==> src/rtl/pipeline_input_queue.sv <==
// Dual-channel show-ahead staging queue feeding the dual-pipeline wrapper; optional zero-latency bypass via PIPELINE_INPUT_QUEUE_BYPASS_EN.
// Latency 1 cycle push-to-valid (0 with bypass); stall_i holds the head, push_ready_i drops only when full or flushing.

module pipeline_input_queue_fifo #(
  parameter int W     = 32,
  parameter int DEPTH = 4,
  parameter int CNT_W = $clog2(DEPTH) + 1
) (
  input  logic             clk,
  input  logic             rst_n,
  input  logic             flush,
  input  logic             wr_vld,
  input  logic [W-1:0]     wr_dat,
  output logic             wr_rdy,
  output logic             rd_vld,
  input  logic             rd_rdy,
  output logic [W-1:0]     rd_dat,
  output logic [CNT_W-1:0] count
);
  localparam int PTR_W = $clog2(DEPTH);

  logic [W-1:0]     mem [DEPTH];
  logic [PTR_W-1:0] rd_ptr;
  logic [PTR_W-1:0] wr_ptr;
  logic             wr_en;
  logic             rd_en;

  assign wr_rdy = count < CNT_W'(DEPTH);
  assign rd_vld = count != '0;
  assign rd_dat = mem[rd_ptr];
  assign wr_en  = wr_vld && wr_rdy && !flush;
  assign rd_en  = rd_vld && rd_rdy && !flush;

  // Storage is deliberately unreset; the head is only meaningful while rd_vld.
  always_ff @(posedge clk) begin
    if (wr_en) mem[wr_ptr] <= wr_dat;
  end

  always_ff @(posedge clk or negedge rst_n) begin
    if (!rst_n) begin
      rd_ptr <= '0;
      wr_ptr <= '0;
      count  <= '0;
    end else if (flush) begin
      rd_ptr <= '0;
      wr_ptr <= '0;
      count  <= '0;
    end else begin
      if (wr_en) wr_ptr <= wr_ptr + PTR_W'(1);
      if (rd_en) rd_ptr <= rd_ptr + PTR_W'(1);
      case ({wr_en, rd_en})
        2'b10:   count <= count + CNT_W'(1);
        2'b01:   count <= count - CNT_W'(1);
        default: count <= count;
      endcase
    end
  end
endmodule

module pipeline_input_queue #(
  parameter int DATA_W = 32,
  parameter int DEPTH  = 4,
  parameter int CNT_W  = $clog2(DEPTH) + 1
) (
  input  logic              clk,
  input  logic              reset,
  input  logic              push_1,
  input  logic [DATA_W-1:0] push_data_1,
  output logic              push_ready_1,
  input  logic              push_2,
  input  logic [DATA_W-1:0] push_data_2,
  output logic              push_ready_2,
  output logic [DATA_W-1:0] pipeline1_inputs,
  output logic [DATA_W-1:0] pipeline2_inputs,
  output logic [1:0]        in_valid,
  input  logic              stall_1,
  input  logic              stall_2,
  input  logic              flush_1,
  input  logic              flush_2,
  output logic [CNT_W-1:0]  count_1,
  output logic [CNT_W-1:0]  count_2,
  output logic [1:0]        overflow
);
  logic [1:0]        push_v;
  logic [1:0]        stall_v;
  logic [1:0]        flush_v;
  logic [1:0]        ready_v;
  logic [1:0]        not_full;
  logic [1:0]        fifo_vld;
  logic [1:0]        fifo_wr;
  logic [1:0]        fifo_rd;
  logic [1:0]        byp;
  logic [DATA_W-1:0] push_d [2];
  logic [DATA_W-1:0] head_d [2];
  logic [DATA_W-1:0] out_d  [2];
  logic [CNT_W-1:0]  cnt    [2];

  assign push_v    = {push_2, push_1};
  assign stall_v   = {stall_2, stall_1};
  assign flush_v   = {flush_2, flush_1};
  assign push_d[0] = push_data_1;
  assign push_d[1] = push_data_2;

  for (genvar i = 0; i < 2; i++) begin : g_ch
    pipeline_input_queue_fifo #(
      .W     (DATA_W),
      .DEPTH (DEPTH),
      .CNT_W (CNT_W)
    ) u_fifo (
      .clk    (clk),
      .rst_n  (reset),
      .flush  (flush_v[i]),
      .wr_vld (fifo_wr[i]),
      .wr_dat (push_d[i]),
      .wr_rdy (not_full[i]),
      .rd_vld (fifo_vld[i]),
      .rd_rdy (!stall_v[i]),
      .rd_dat (head_d[i]),
      .count  (cnt[i])
    );

    // Ready is independent of same-cycle pop so stall never reaches ready combinationally.
    assign ready_v[i] = not_full[i] && !flush_v[i];
    assign fifo_rd[i] = fifo_vld[i] && !stall_v[i];

`ifdef PIPELINE_INPUT_QUEUE_BYPASS_EN
    assign byp[i]      = push_v[i] && !fifo_vld[i] && !flush_v[i];
    assign fifo_wr[i]  = push_v[i] && ready_v[i] && !(byp[i] && !stall_v[i]);
    assign in_valid[i] = (fifo_vld[i] || byp[i]) && !flush_v[i];
    assign out_d[i]    = fifo_vld[i] ? head_d[i] : push_d[i];
`else
    assign byp[i]      = 1'b0;
    assign fifo_wr[i]  = push_v[i] && ready_v[i] && !byp[i];
    assign in_valid[i] = fifo_vld[i] && !flush_v[i];
    assign out_d[i]    = head_d[i];
`endif
  end

  assign push_ready_1     = ready_v[0];
  assign push_ready_2     = ready_v[1];
  assign pipeline1_inputs = out_d[0];
  assign pipeline2_inputs = out_d[1];
  assign count_1          = cnt[0];
  assign count_2          = cnt[1];

  // A refused push counts as overflow only when the refusal is due to a full channel.
  always_ff @(posedge clk or negedge reset) begin
    if (!reset) overflow <= 2'b00;
    else        overflow <= overflow | (push_v & ~ready_v & ~flush_v);
  end
endmodule

==> config.mk <==
export PLATFORM = sky130hd
export DESIGN_NAME = pipeline_input_queue
export DESIGN_NICKNAME = d
export VERILOG_FILES = /design/src/rtl/pipeline_input_queue.sv
export SDC_FILE = /design/constraint.sdc
export NUM_CORES = 1
export LEC_CHECK = 0
export ABC_AREA = 1
export CAP_MARGIN = 20
export CORE_ASPECT_RATIO = 1.4
export CORE_MARGIN = 3
export CORE_UTILIZATION = 54
export CTS_CLUSTER_SIZE = 40
export DETAILED_ROUTE_END_ITERATION = 7
export PLACE_DENSITY_LB_ADDON = 0.08
export SYNTH_ARGS = -nofsm -noshare
export SYNTH_HDL_FRONTEND = slang
export SYNTH_SLANG_ARGS = --single-unit
==> constraint.sdc <==
create_clock -name clk -period 3.1 [get_ports clk]
set_input_delay 0.31 -clock clk [delete_from_list [all_inputs] [get_ports clk]]
set_output_delay 0.31 -clock clk [all_outputs]
set_load 0.02 [all_outputs]
## Yosys cells after proc, flatten, opt, wreduce, memory -nomap -nowiden

Memory sizes are Yosys's and may differ from the RTL's.
Index checks and enable logic that the tools add are counted.
Widths: inputs -> output; s select.

| storage, ports and cells | value |
|---|---|
| bits in writable memories | 256 |
| output and inout bits | 76 |
| bits in registers | 16 |
| memories | 2 |
| input bits | 72 |

Memory list:

| name | depth | width | read ports | clocked after memory_dff | wr ports | RTL line | source |
|---|---|---|---|---|---|---|---|
| g_ch[0].u_fifo.mem | 4 | 32 | 1 | 0 | 1 | 22 | `logic [W-1:0] mem [DEPTH];` |
| g_ch[1].u_fifo.mem | 4 | 32 | 1 | 0 | 1 | 22 |  |

| cells by class | value |
|---|---|
| equal/unequal tests | 4 |
| magnitude comparators | 2 |
| $add $sub $neg | 8 |
| bitwise operators | 5 |
| reductions and logical operators | 26 |
| mux-type cells | 16 |

Operators with widths:

| cell | number |
|---|---|
| $mux 2 | 8 |
| $logic_and 1x1->1 | 14 |
| $pmux 3 s2 | 2 |
| $reduce_bool 3->1 | 4 |
| $add 2x1->2 const B | 4 |
| $reduce_bool 2->1 | 4 |
| $add 3x1->3 const B | 2 |
| $lt 3x3->1 const B | 2 |
| $mux 3 | 2 |
| $sub 3x1->3 const B | 2 |
| $and 2x2->2 | 2 |
| $eq 2x1->1 const B | 2 |
| $eq 2x2->1 const B | 2 |
| $logic_not 1->1 | 4 |
| $mux 1 | 4 |
| $not 2->2 | 2 |
| $or 2x2->2 | 1 |

## Longest topological paths before layout

| logic depth | value |
|---|---|
| depth in word-level cells | 8 |
| depth in mapped cells | 11 |

## By module

A second synthesis with hierarchy kept.

| second synthesis, totals | value |
|---|---|
| cell total of the unflattened synthesis | 768 |
| area total of the unflattened synthesis | 10493.8 um2 |

Modules (own cells, without submodules):

| module | cells an instance | seq. area each (um2) | instances | area an instance (um2) |
|---|---|---|---|---|
| pipeline_input_queue_fifo (g_ch[0].u_fifo) | 372 | 4018.9 | 1 | 5182.5 |
| pipeline_input_queue_fifo (g_ch[1].u_fifo) | 371 | 4018.9 | 1 | 5173.7 |
| pipeline_input_queue | 25 | 50.0 | 1 | 137.6 |

## Worst setup path before layout

No wires, ideal clock.

| path | value |
|---|---|
| path type | reg2reg |
| start point | reg g_ch[0].u_fifo.count[2] |
| end point | mem g_ch[0].u_fifo.mem[0][0] (enable) |
| period minus slack after synthesis | 2.740 ns |
| library setup time | 0.421 ns |
| data required time | 2.679 ns |
| stages on the path, launching flop included | 4 |
| arrival time | 2.319 ns |
| path slack | 0.360 ns |
| path through | dfrtp_1 nor2_2 nand2_2 nor2_1 |

| on the way | value |
|---|---|
| word-level cells in the longest chain between the ends | 7 |

RTL lines:

| item | RTL line | source |
|---|---|---|
| start, declared | 18 | `output logic [CNT_W-1:0] count` |
| start signal, assigned | 52 | `2'b10: count <= count + CNT_W'(1);` |
| start signal, assigned | 53 | `2'b01: count <= count - CNT_W'(1);` |
| start signal, assigned | 54 | `default: count <= count;` |
| $lt 3x3->1 | 28 | `assign wr_rdy = count < CNT_W'(DEPTH);` |
| $logic_and 1x1->1 | 123 | `assign ready_v[i] = not_full[i] && !flush_v[i];` |
| net push_ready_1 | 69 | `output logic push_ready_1,` |
| $logic_and 1x1->1 | 133 | `assign fifo_wr[i] = push_v[i] && ready_v[i] && !byp[i];` |
| $logic_and 1x1->1 (2 in series) | 31 | `assign wr_en = wr_vld && wr_rdy && !flush;` |
| $mux 1 | 36 | `if (wr_en) mem[wr_ptr] <= wr_dat;` |
| $mux 1 (not written as such) | 36 |  |
| end, declared | 22 |  |

The timed path passes the listed nets, and every way through them passes these cells.

## Worst setup path after layout

| path | value |
|---|---|
| start point | reg g_ch[1].u_fifo.rd_ptr[0] |
| end point | out pipeline2_inputs[17] |

| on the way | value |
|---|---|
| word-level cells in the longest chain between the ends | 1 |

RTL lines:

| item | RTL line | source |
|---|---|---|
| start, declared | 23 | `logic [PTR_W-1:0] rd_ptr;` |
| start signal, assigned | 50 | `if (rd_en) rd_ptr <= rd_ptr + PTR_W'(1);` |
| $mem_v2 4x32 | n/a |  |
| end, declared | 74 | `output logic [DATA_W-1:0] pipeline2_inputs,` |

No other way between the ends.

==> flow_metrics.env <==
export IMPL_status="complete, no violations"
export IMPL_synth_top_family_by_area="compound AO/OA/AOI/OAI gates"
export IMPL_hp_class="input port to async pin"
export IMPL_die_x_um=123.7
export IMPL_dieArea_um2=21140
export IMPL_grt_pass1_vias=6716
export IMPL_wirelength_um=21710
export IMPL_avgSynthCellArea_um2=13.97
export IMPL_r2r_end="g_ch[0].u_fifo.count[2]$_DFFE_PN0P_"
export IMPL_grt_start_max_net_pins=66
export IMPL_yosysSeqAreaShare=0.7718
export IMPL_ys_warn_count=0
export IMPL_slew_viol_final=0
export IMPL_synth_compound_area_frac=0.1114
export IMPL_numPortBuffers=147
export IMPL_yosys_area_top_type="edfxtp_1"
export IMPL_synth_mux_area_frac=0
export IMPL_synth_distinct_cells=28
export IMPL_routedWlPerCell_um=18.64
export IMPL_finalCoreUtilization=0.6966
export IMPL_worst_ep_arrival_time_ps=2550
export IMPL_hold_slack_ps=238.6
export IMPL_yosys_area_share_simple=0.07272
export IMPL_path_class="register to output port"
export IMPL_cts_tree="done"
export IMPL_rsz0062_at_grt="no"
export IMPL_drv_cap=0
export IMPL_setup_viol=0
export IMPL_r2r_setup_slack_ps=1210
export IMPL_critPathCaptureType="output port"
export IMPL_area_growth_pct=25.15
export IMPL_initial_utilization=0.5567
export IMPL_hold_violations=0
export IMPL_setup_tns_ps=0
export IMPL_firstDrtPassIters=5
export IMPL_viasPerCell=5.589
export IMPL_synth_top_area_frac=0.7336
export IMPL_syn_area_um2=10480
export IMPL_first_iter_violations=417
export IMPL_power_density_nw_per_um2=602.4
export IMPL_path_clk_slew_ps=70
export IMPL_ir_drop_v=0.0005243
export IMPL_finClkSkew_ps=10.99
export IMPL_layout_min_cycle_time_ps=2865
export IMPL_cts_buffer_depth=3
export IMPL_ant_nets=0
export IMPL_gp_congestion=0.7900
export IMPL_slew_headroom=0.4982
export IMPL_root_buffer="clkbuf_16"
export IMPL_final_nets=985
export IMPL_core_rowCount=59
export IMPL_rr_worst_depth=11
export IMPL_clock_latency_ps=510
export IMPL_postPlaceCellArea_um2=12360
export IMPL_vias=6511
export IMPL_synth_seq_cells=272
export IMPL_grt_pass1_wl_um=33770
export IMPL_cts_htree_levels=1
export IMPL_total_power_mw=7.900
export IMPL_core_area_um2=18820
export IMPL_grt_antenna_before_repair=2
export IMPL_grt_overflow=0
export IMPL_die_y_um=170.8
export IMPL_drcViolationCount=0
export IMPL_synth_area_top_cells="edfxtp_1, o21ai_0, nor2_1"
export IMPL_cts_sinks=272
export IMPL_crit_fanout=65
export IMPL_leakage_nw=4.490
export IMPL_synth_xor_area_frac=0.001672
export IMPL_grt_usage=0.2052
export IMPL_drive_gt1_frac=0.09457
export IMPL_r2r_start="g_ch[0].u_fifo.count[0]$_DFFE_PN0P_"
export IMPL_worst_slew_pin_slew_ps=750.3
export IMPL_finalCritPeriodShare=0.9241
export IMPL_worst_setup_path_start_kind="register"
export IMPL_cts_setup_buffers=0
export IMPL_syn_inst=750
export IMPL_cts_hold_buf=0
export IMPL_syn_num_nets=832
export IMPL_hpwl_um=13850
export IMPL_final_area_um2=13110
export IMPL_numCtsBuffers=24
export IMPL_io_pins=148
export IMPL_synth_adder_area_share=0.01337
export IMPL_critPathRequiredTime_ps=2790
export IMPL_max_freq_ghz=0.3491
export IMPL_postCtsResizedCells=0
==> worst max-delay path, stage by stage, from the launching register on <==
cell and delay [ps]:
dfrtp_2 360, buf_4 500, o21ai_0 180, o22ai_1 280, clkdlybuf4s50_1 680
==> state kept, by name, summed over array words and instances (netlist names) <==
name	cells
g_ch.u_fifo.wr_ptr	4
g_ch.u_fifo.count	6
overflow	2
g_ch.u_fifo.rd_ptr	4
g_ch.u_fifo.mem	256
==> cells by family after synthesis <==
family          count (synthesis)
simple gates                  185
xor+xnor                        2
flops                         272
buf+inv                        71
fa+ha+maj                      10
compound gates                210
==> power by group <==
part           switching (mW)  total (mW)  internal, mW
combinational           0.519       0.897         0.378
clock                    1.21        2.84          1.63
sequential             0.0330        4.16          4.13
total                    1.77        7.90          6.13
==> worst max path at each step <==
| stage | cells past startpoint | start | slack [ps] | to |
|---|---|---|---|---|
| CTS | 4 | g_ch[1].u_fifo.rd_ptr[0]$_DFFE_PN0P_ | 220 | pipeline2_inputs[17] |
| global route | 4 | g_ch[1].u_fifo.rd_ptr[0]$_DFFE_PN0P_ | 70 | pipeline2_inputs[17] |
| finish | 4 | g_ch[1].u_fifo.rd_ptr[0]$_DFFE_PN0P_ | 240 | pipeline2_inputs[17] |
| floorplan | 3 | g_ch[0].u_fifo.count[2]$_DFFE_PN0P_ | 360 | g_ch[0].u_fifo.mem[0][0]$_DFFE_PP_ |
| global placement | 4 | g_ch[1].u_fifo.rd_ptr[0]$_DFFE_PN0P_ | 810 | pipeline2_inputs[30] |
| detailed placement | 4 | g_ch[1].u_fifo.rd_ptr[0]$_DFFE_PN0P_ | 770 | pipeline2_inputs[29] |
==> layout make-up <==
type                       instances  area (µm²)
fill                            1331        5710
timing repair buffer             167        1697
sequential                       272        8090
inverter                          31       117.6
clock inverter                    14       113.9
tap                              244       305.3
antenna                            1       2.502
multi-input combinational        407        2147
clock buffer                      29       640.6
==> Yosys cell counts (all sizes together) <==
cell type	number
xnor2	2
clkinv	1
nor2	143
nand3	6
buf	16
inv	30
a31o	1
fa	2
edfxtp	256
ha	8
a21o	1
a21oi	10
clkbuf	24
dfrtp	16
o22ai	64
o21ai	134
nand4	4
nand2	32
==> cells in the final DEF (no fill, tap or decap), types with 4 or more instances in the layout <==
cell type        count
clkbuf_1             4
clkbuf_16           25
inv_2                5
a21oi_1              6
nor2_1             131
clkdlybuf4s50_1    147
buf_4               14
nand4_1              4
nor2_4              10
ha_1                 8
nand2_1             24
o21ai_0            112
nand2_2              8
inv_1               25
buf_12               6
clkinv_1             7
edfxtp_1           256
clkinv_2             5
nand3_1              4
o22ai_1             64
o21ai_1             22
dfrtp_1             14
==> per-stage QoR <==
step	setup WS [ps]	cells
5_1_grt	65.78	1165
3_5_place_dp	772.5	1121
3_3_place_gp	811.4	1121
6_report	235.4	1165
2_1_floorplan	359.7	750
4_1_cts	223.4	1164
==> metal layers <==
metal,vias to the layer above,share of wire,track usage
met5,-,0.00060,0
met4,2,0.020,0.07181
met3,33,0.056,0.03902
met2,188,0.54,0.3814
met1,3215,0.38,0.2321
li1,3073,-,-
Note: power is estimated with default switching activity, not from simulation.
